File: config.mk
export PLATFORM = sky130hd
export DESIGN_NAME = uart_reply_tx
export DESIGN_NICKNAME = d
export VERILOG_FILES = /design/src/rtl/uart_reply_tx.sv
export SDC_FILE = /design/constraint.sdc
export NUM_CORES = 1
export LEC_CHECK = 0
export ABC_AREA = 1
export BUFFER_PORTS_ARGS = -buffer_cell sky130_fd_sc_hd__buf_2
export CORE_UTILIZATION = 49
export CTS_BUF_LIST = sky130_fd_sc_hd__clkbuf_8 sky130_fd_sc_hd__clkbuf_16
export CTS_CLUSTER_DIAMETER = 40
export DETAILED_ROUTE_END_ITERATION = 16
export MAX_ROUTING_LAYER = met4
export PLACE_DENSITY = 0.72
export SETUP_SLACK_MARGIN = 0.2
export SLEW_MARGIN = 20
export SYNTH_ARGS = -nofsm -noshare
export SYNTH_HDL_FRONTEND = slang
export SYNTH_SLANG_ARGS = --single-unit
File: constraint.sdc
create_clock -name clk -period 1.2 [get_ports clk]
set_input_delay 0.18 -clock clk [delete_from_list [all_inputs] [get_ports clk]]
set_output_delay 0.18 -clock clk [all_outputs]
set_load 0.02 [all_outputs]
File: src/rtl/uart_reply_tx.sv
// Serialises a fixed reply string as back-to-back 8N1 frames on each send
// request, holding at most one queued request while a reply is in flight.
module uart_reply_tx #(
  parameter int                   MSG_LEN = 6,
  parameter logic [8*MSG_LEN-1:0] MSG     = {"P", "O", "L", "O", 8'h0D, 8'h0A}
) (
  input  logic       clk,
  input  logic       rst,
  input  logic       baud_tick,
  input  logic       send,
  output logic       tx,
  output logic       busy,
  output logic       done,
  output logic       dropped,
  output logic [2:0] state_dbg
);

  localparam int BW = (MSG_LEN > 1) ? $clog2(MSG_LEN) : 1;
  localparam logic [BW-1:0] LAST_BYTE = BW'(MSG_LEN - 1);

  typedef enum logic [2:0] {
    S_IDLE,
    S_ARM,
    S_START,
    S_DATA,
    S_STOP
  } state_t;

  state_t          state, state_n;
  logic [BW-1:0]   byte_idx, byte_n;
  logic [2:0]      bit_idx, bit_n;
  logic            pending, pending_n;
  logic            done_n, dropped_n, tx_n;
  logic [7:0]      cur_byte;

  assign state_dbg = state;

  always_ff @(posedge clk) begin
    if (rst) begin
      state    <= S_IDLE;
      byte_idx <= '0;
      bit_idx  <= '0;
      pending  <= 1'b0;
      tx       <= 1'b1;
      busy     <= 1'b0;
      done     <= 1'b0;
      dropped  <= 1'b0;
    end else begin
      state    <= state_n;
      byte_idx <= byte_n;
      bit_idx  <= bit_n;
      pending  <= pending_n;
      tx       <= tx_n;
      busy     <= (state_n != S_IDLE);
      done     <= done_n;
      dropped  <= dropped_n;
    end
  end

  always_comb begin
    state_n   = state;
    byte_n    = byte_idx;
    bit_n     = bit_idx;
    pending_n = pending;
    done_n    = 1'b0;
    dropped_n = 1'b0;

    // Request handling first, so a send on the final stop tick is seen as pending.
    if (send) begin
      if (state == S_IDLE) begin
        state_n = S_ARM;
      end else if (!pending) begin
        pending_n = 1'b1;
      end else begin
        dropped_n = 1'b1;
      end
    end

    if (baud_tick) begin
      case (state)
        S_ARM: begin
          state_n = S_START;
          byte_n  = '0;
        end
        S_START: begin
          state_n = S_DATA;
          bit_n   = 3'd0;
        end
        S_DATA: begin
          if (bit_idx == 3'd7) begin
            state_n = S_STOP;
          end else begin
            bit_n = bit_idx + 3'd1;
          end
        end
        S_STOP: begin
          if (byte_idx != LAST_BYTE) begin
            byte_n  = byte_idx + 1'b1;
            state_n = S_START;
          end else begin
            done_n = 1'b1;
            byte_n = '0;
            if (pending_n) begin
              pending_n = 1'b0;
              state_n   = S_START;
            end else begin
              state_n = S_IDLE;
            end
          end
        end
        default: ;
      endcase
    end
  end

  always_comb begin
    cur_byte = 8'h00;
    for (int k = 0; k < MSG_LEN; k++) begin
      if (byte_n == BW'(k)) cur_byte = MSG[8*(MSG_LEN-k)-1 -: 8];
    end
  end

  // Line level is derived from the state being entered so tx stays registered.
  always_comb begin
    case (state_n)
      S_START: tx_n = 1'b0;
      S_DATA:  tx_n = cur_byte[bit_n];
      default: tx_n = 1'b1;
    endcase
  end

endmodule

After elaboration in Yosys (flattened, before gate mapping)
Index checks and enable logic that the tools add are counted.
{ "classes": {"n_reduce_logical": 5, "order_cmp": 1, "bitwise_logic": 3, "muxes": 29, "eq_ne": 13, "n_addsub": 2} }
{ "ops": {"columns": ["cell", "n"], "rows": [
  ["8-bit 2-to-1 mux", 5],
  ["3-bit 2-to-1 mux", 8],
  ["3-bit by 2-bit == test with 1-bit output, second input constant", 6],
  ["3-bit == test, second input constant", 4],
  ["3-bit case mux with 2 select lines", 2],
  ["3-bit case mux with 4 select lines", 1],
  ["1-bit 2-to-1 mux", 8],
  ["7-bit 2-to-1 mux", 1],
  ["3-bit by 1-bit adder with 3-bit output, second input constant", 2],
  ["3-bit by 1-bit == test with 1-bit output, second input constant", 2],
  ["3-bit zero test", 2],
  ["3-bit OR reduction", 2],
  ["3-bit by 4-bit less-than comparator with 1-bit output, second input constant", 1],
  ["2-bit 2-to-1 mux", 2],
  ["1-bit binary-select mux with 3-bit select", 1],
  ["3-bit != test, second input constant", 1],
  ["1-bit NOT", 3],
  ["3-bit nonzero test", 1],
  ["1-bit case mux with 2 select lines", 1]
]} }
{ "totals": {"ff_bits": 14, "input_bits": 4, "elab_cells": 61} }

Depth between registers and ports, before layout
{ "depth": {"depth_word": 14, "depth_mapped": 13, "depth_no_buf": 12} }

Worst setup path after synthesis
OpenSTA, ideal clock, no wires.
{ "synth_timing": {"kind": "reg-to-reg", "from": "reg state[1], in the netlist state_dbg[1]", "to": "reg tx", "setup_slack_ps": -255, "required_time_ps": 1087, "stages_incl_launch_ff": 12, "arrival_time_ps": 1342, "setup_time_ps": 113, "path_cell_list": "dfxtp_1 -> inv_1 -> nor2_1 -> nand2_1 -> nand2_1 -> o21ai_2 -> nor2_1 -> nor2_1 -> nor2_1 -> nor2_1 -> nand3_1 -> nand2_1"} }
{ "synth_via": {"elab_chain_cells": 13, "elab_cells_between_ends": 35, "cone_classes": "11 x eq/ne; 22 x mux; 2 x reduce/logical"} }
{ "synth_rtl": {"columns": ["element", "line_no", "text"], "rows": [
  ["start: declaration", "29", "state_t state, state_n;"],
  ["start signal: assignment", "49", "state <= state_n;"],
  ["3-bit == test or 3-bit by 1-bit == test with 1-bit output (tied branches)", "80", "case (state)"],
  ["3-bit case mux with 2 select lines", "80", null],
  ["3-bit 2-to-1 mux", "79", "if (baud_tick) begin"],
  ["3-bit zero test", "119", "if (byte_n == BW'(k)) cur_byte = MSG[8*(MSG_LEN-k)-1 -: 8];"],
  ["7-bit 2-to-1 mux", "119", null],
  ["8-bit 2-to-1 mux (5 in a row)", "119", null],
  ["1-bit binary-select mux with 3-bit select", "127", "S_DATA: tx_n = cur_byte[bit_n];"],
  ["1-bit 2-to-1 mux (implied by the code)", "127", null],
  ["1-bit case mux with 2 select lines *", "125", "case (state_n)"],
  ["end signal: assignment", "53", "tx <= tx_n;"],
  ["end: declaration", "11", "output logic tx,"]
]} }
Mark *: on every way between the ends. The rest lies on a longest branch, timed or not. The select of a mux whose other input is x is not followed.
A chain may end at the register's enable or synchronous reset.

Worst setup path after layout
{ "layout_timing": {"from": "reg bit_idx[1]", "to": "reg tx"} }
{ "layout_via": {"elab_chain_cells": 7, "elab_cells_between_ends": 13, "cone_classes": "1 x add/sub; 3 x eq/ne; 9 x mux"} }
{ "layout_rtl": {"columns": ["element", "line_no", "text"], "rows": [
  ["start: declaration", "31", "logic [2:0] bit_idx, bit_n;"],
  ["start signal: assignment", "51", "bit_idx <= bit_n;"],
  ["3-bit by 1-bit adder with 3-bit output or 3-bit == test (tied branches)", "93, 90", null],
  ["3-bit 2-to-1 mux", "90", "if (bit_idx == 3'd7) begin"],
  ["3-bit case mux with 2 select lines", "80", null],
  ["3-bit 2-to-1 mux", "79", null],
  ["1-bit binary-select mux with 3-bit select", "127", null],
  ["1-bit 2-to-1 mux (implied by the code)", "127", null],
  ["1-bit case mux with 2 select lines *", "125", null]
]} }
Marked as above.

==> qor.yml <==
path_clk_slew_ns: 0.07
first_pass_grt_wire_length_um: 3840
gr-usage-all-layers_pct: 29.1
relative_slew_slack_pct: 79.2
worst_r2r_endpoint: "tx$_SDFF_PP1_"
peak_supply_drop_v: 0.00109
hold_viol_final: 0
rsz0062_at_grt: "yes"
worst_path_max_delay_cell: "dfxtp_2"
fillerInstances: 75
first_pass_iters: 4
critical_path_class: "reg2reg"
skew_ns: 0.00144
regToRegStartpoint: "bit_idx[1]$_SDFF_PP0_"
row_count: 14
routed_via_density: 5.74
cp_num_buf_inv: 0
timing.critical_path.to: "tx$_SDFF_PP1_"
worstPathArrival_ns: 1.65
route.vias.total: 1051
hold_path.startpoint: "rst"
port_buffers: 10
place_hpwl_um: 1450
gpl.final_weighted_congestion: 0.841
final.period_utilization_pct: 120
power.density_cell_area_nw_per_um2: 1010
synth.distinct_cells: 23
grt_remaining_overflow: 0
detailedRoute.firstIterationViolations: 65
post-route-drc-count: 0
grt_max_degree: 13
ant_nets: 0
synthesis.yosys.warnings: 0
start_util_pct: 52.8
placeableCoreArea_um2: 1520
failed_checks: "setup timing"
cts_num_sinks: 14
worstSetupStartpointType: "register"
die_w_um: 42.5
timing.reg2reg.setup_slack_ns: -0.24
final-setup-viol-count: 6
die-height_um: 42.5
ys_seq_elements: 14
worst-path-stages: 10
peak_freq_mhz: 694
post-layout-total-power_w: 0.00136
fin_crit_ns: 1.44
drv.max_cap_violation_count: 0
crit_path_start: "bit_idx[1]$_SDFF_PP0_"
route.detailed.wl_per_inst_um: 15.8
summed_negative_setup_slack_over_all_endpoints_ns: -0.967
timing.critical_path.cells: "ha_4 > nand2_2 > nand3b_1 > nand2_2 > nor2_1 > nor2_1 > nor2_1 > nor2_1 > nand3_1 > nand2_1"
worstPathRequired_ns: 1.41
worstPathMaxFanout: 3
p_leak_nw: 0.625
finalWirelength_um: 2900
die-area_um2: 1810
worst_hold_path.num_cells: 2
number_of_top_level_design_ports: 11
timing_worst_slew_pin_value_ns: 0.312
netlist_top_cells_area: "dfxtp_1 35%, nand2_1 19%, inv_1 8.9%, nor2_1 8.4%, nand3_1 7.5%"
critPathCaptureType: "register"
cp_top_family: "simple AND/OR/NAND/NOR gates"
synth.top_cell.area_share_pct: 34.8
antenna_found_initial: 0
syn_area_per_cell_um2: 6.24
insertedDiodeCount: 0
final.setup.worst_slack_ns: -0.242
timing.hold.worst.class: "in2reg"
cts_made_buffers: 3
clkLatencyLatePin_ns: 0.26
cpPeakStageDelay_ns: 0.34
final_layout_size_suffix_gt1_share_pct: 54.5
clk_root_buffer_cell: "clkbuf_8"
postSynthCellCount: 129
grt_pass1_vias: 924
length_in_cells_of_the_worst_reg_to_reg_path: 10
final_nets: 173
flow.area_growth_from_synthesis_pct: 67.5
clock_tree_from_tritoncts: "built"
drv_slew: 0
whs_ns: 0.281
syn_area_um2: 805
placement_stage_worst_setup_slack_ns: -0.204
clock_tree.buffer_depth: 2
synthesis.nets: 134
outcome: "finished, violations left"
synth_seq_area_share_pct: 34.8
yosys_top_cell_by_area: "dfxtp_1"
htree_num_levels: 1
critical-path-top-cell-by-count: "nor2_1"
==> layer usage <==
layer,track usage (%),vias up,routed length (um)
li1,-,481,-
met4,15.6,0,108
met5,-,-,0
met3,5.60,16,160
met2,48.3,54,1410
met1,32.9,500,1220
==> sequential cells by signal (all words and copies together) (netlist names) <==
name and flops:
dropped 1, byte_idx 3, pending 1, done 1, tx 1, bit_idx 3
busy 1, state_dbg 3
==> stage by stage <==
| step | area, um2 | util [%] | cells |
|---|---|---|---|
| 5_1_grt | 1350 | 88.4 | 183 |
| 3_3_place_gp | 1090 | 71.3 | 172 |
| 4_1_cts | 1250 | 81.9 | 179 |
| 3_5_place_dp | 1090 | 71.3 | 172 |
| 6_report | 1350 | 88.4 | 183 |
| 2_1_floorplan | 873 | - | 129 |
==> synthesized netlist by cell type <==
cell	number
dfxtp_1	14
nor3_1	2
o22ai_1	1
clkbuf_1	1
nand2_1	40
nor2_1	18
nand4_1	1
o21ai_2	2
nand3_1	12
nand3_2	1
clkinv_2	1
a21oi_1	5
nand2_2	1
o21ai_0	2
o2111ai_1	1
buf_4	1
nand3b_1	1
nor2_2	1
inv_1	19
a31oi_1	1
inv_2	1
ha_1	1
nor2_4	2
==> worst min-delay path by stage <==
stage                               to  slack (ns)
2_1_floorplan          done$_SDFF_PP0_        0.26
6_report        byte_idx[1]$_SDFF_PP0_        0.28
3_3_place_gp        dropped$_SDFF_PP0_        0.46
3_5_place_dp        dropped$_SDFF_PP0_        0.47
5_1_grt          bit_idx[2]$_SDFF_PP0_        0.28
4_1_cts        state_dbg[0]$_SDFF_PP0_        0.25
==> kinds of logic (layout without fill, tap and decap cells) <==
group | after synthesis | after routing | synth area share, %
adder cells (fa/ha/maj) | 1 | 1 | 1.55
flip-flops | 14 | 14 | 34.8
AO/OA/AOI/OAI | 12 | 12 | 9.18
AND/OR/NAND/NOR | 79 | 79 | 43.1
buffers and inverters | 23 | 61 | 11.4
==> cells in the final DEF (no fill, tap or decap), drive strengths merged <==
| cell type | synthesis | routed |
|---|---|---|
| nand2 | 41 | 41 |
| nor2 | 21 | 21 |
| o2111ai | 1 | 1 |
| a21oi | 5 | 5 |
| clkinv | 1 | 1 |
| buf | 1 | 36 |
| o22ai | 1 | 1 |
| nand3 | 13 | 13 |
| nand3b | 1 | 1 |
| o21ai | 4 | 4 |
| dfxtp | 14 | 14 |
| nor3 | 2 | 2 |
| nand4 | 1 | 1 |
| a31oi | 1 | 1 |
| ha | 1 | 1 |
| clkbuf | 1 | 3 |
| inv | 20 | 21 |
==> cell type report <==
| cell class | instances | area [um2] | area share (%) |
|---|---|---|---|
| inverters | 21 | 85.1 | 6.31 |
| well taps | 16 | 20.0 | 1.49 |
| clock buffers | 3 | 41.3 | 3.06 |
| multi-input cells | 92 | 596 | 44.2 |
| repair buffers | 36 | 307 | 22.7 |
| clock inverters | 1 | 3.75 | 0.279 |
| flip-flops and latches | 14 | 295 | 21.9 |
==> power breakdown <==
| group | internal, W | switching (W) | total (W) |
|---|---|---|---|
| clock network | 0.000228 | 0.000204 | 0.000432 |
| registers | 0.000493 | 0.0000340 | 0.000527 |
| logic | 0.000170 | 0.000228 | 0.000399 |
==> timing repair <==
action / 4_1_cts / 5_1_grt
setup buffers: 3 / 4
gates resized for setup: 28 / 22
hold buffers: 0 / 0
pin swaps: 6 / 5
setup endpoints to repair: 15 / 17
No activity file was read; power rests on OpenSTA's default activity.
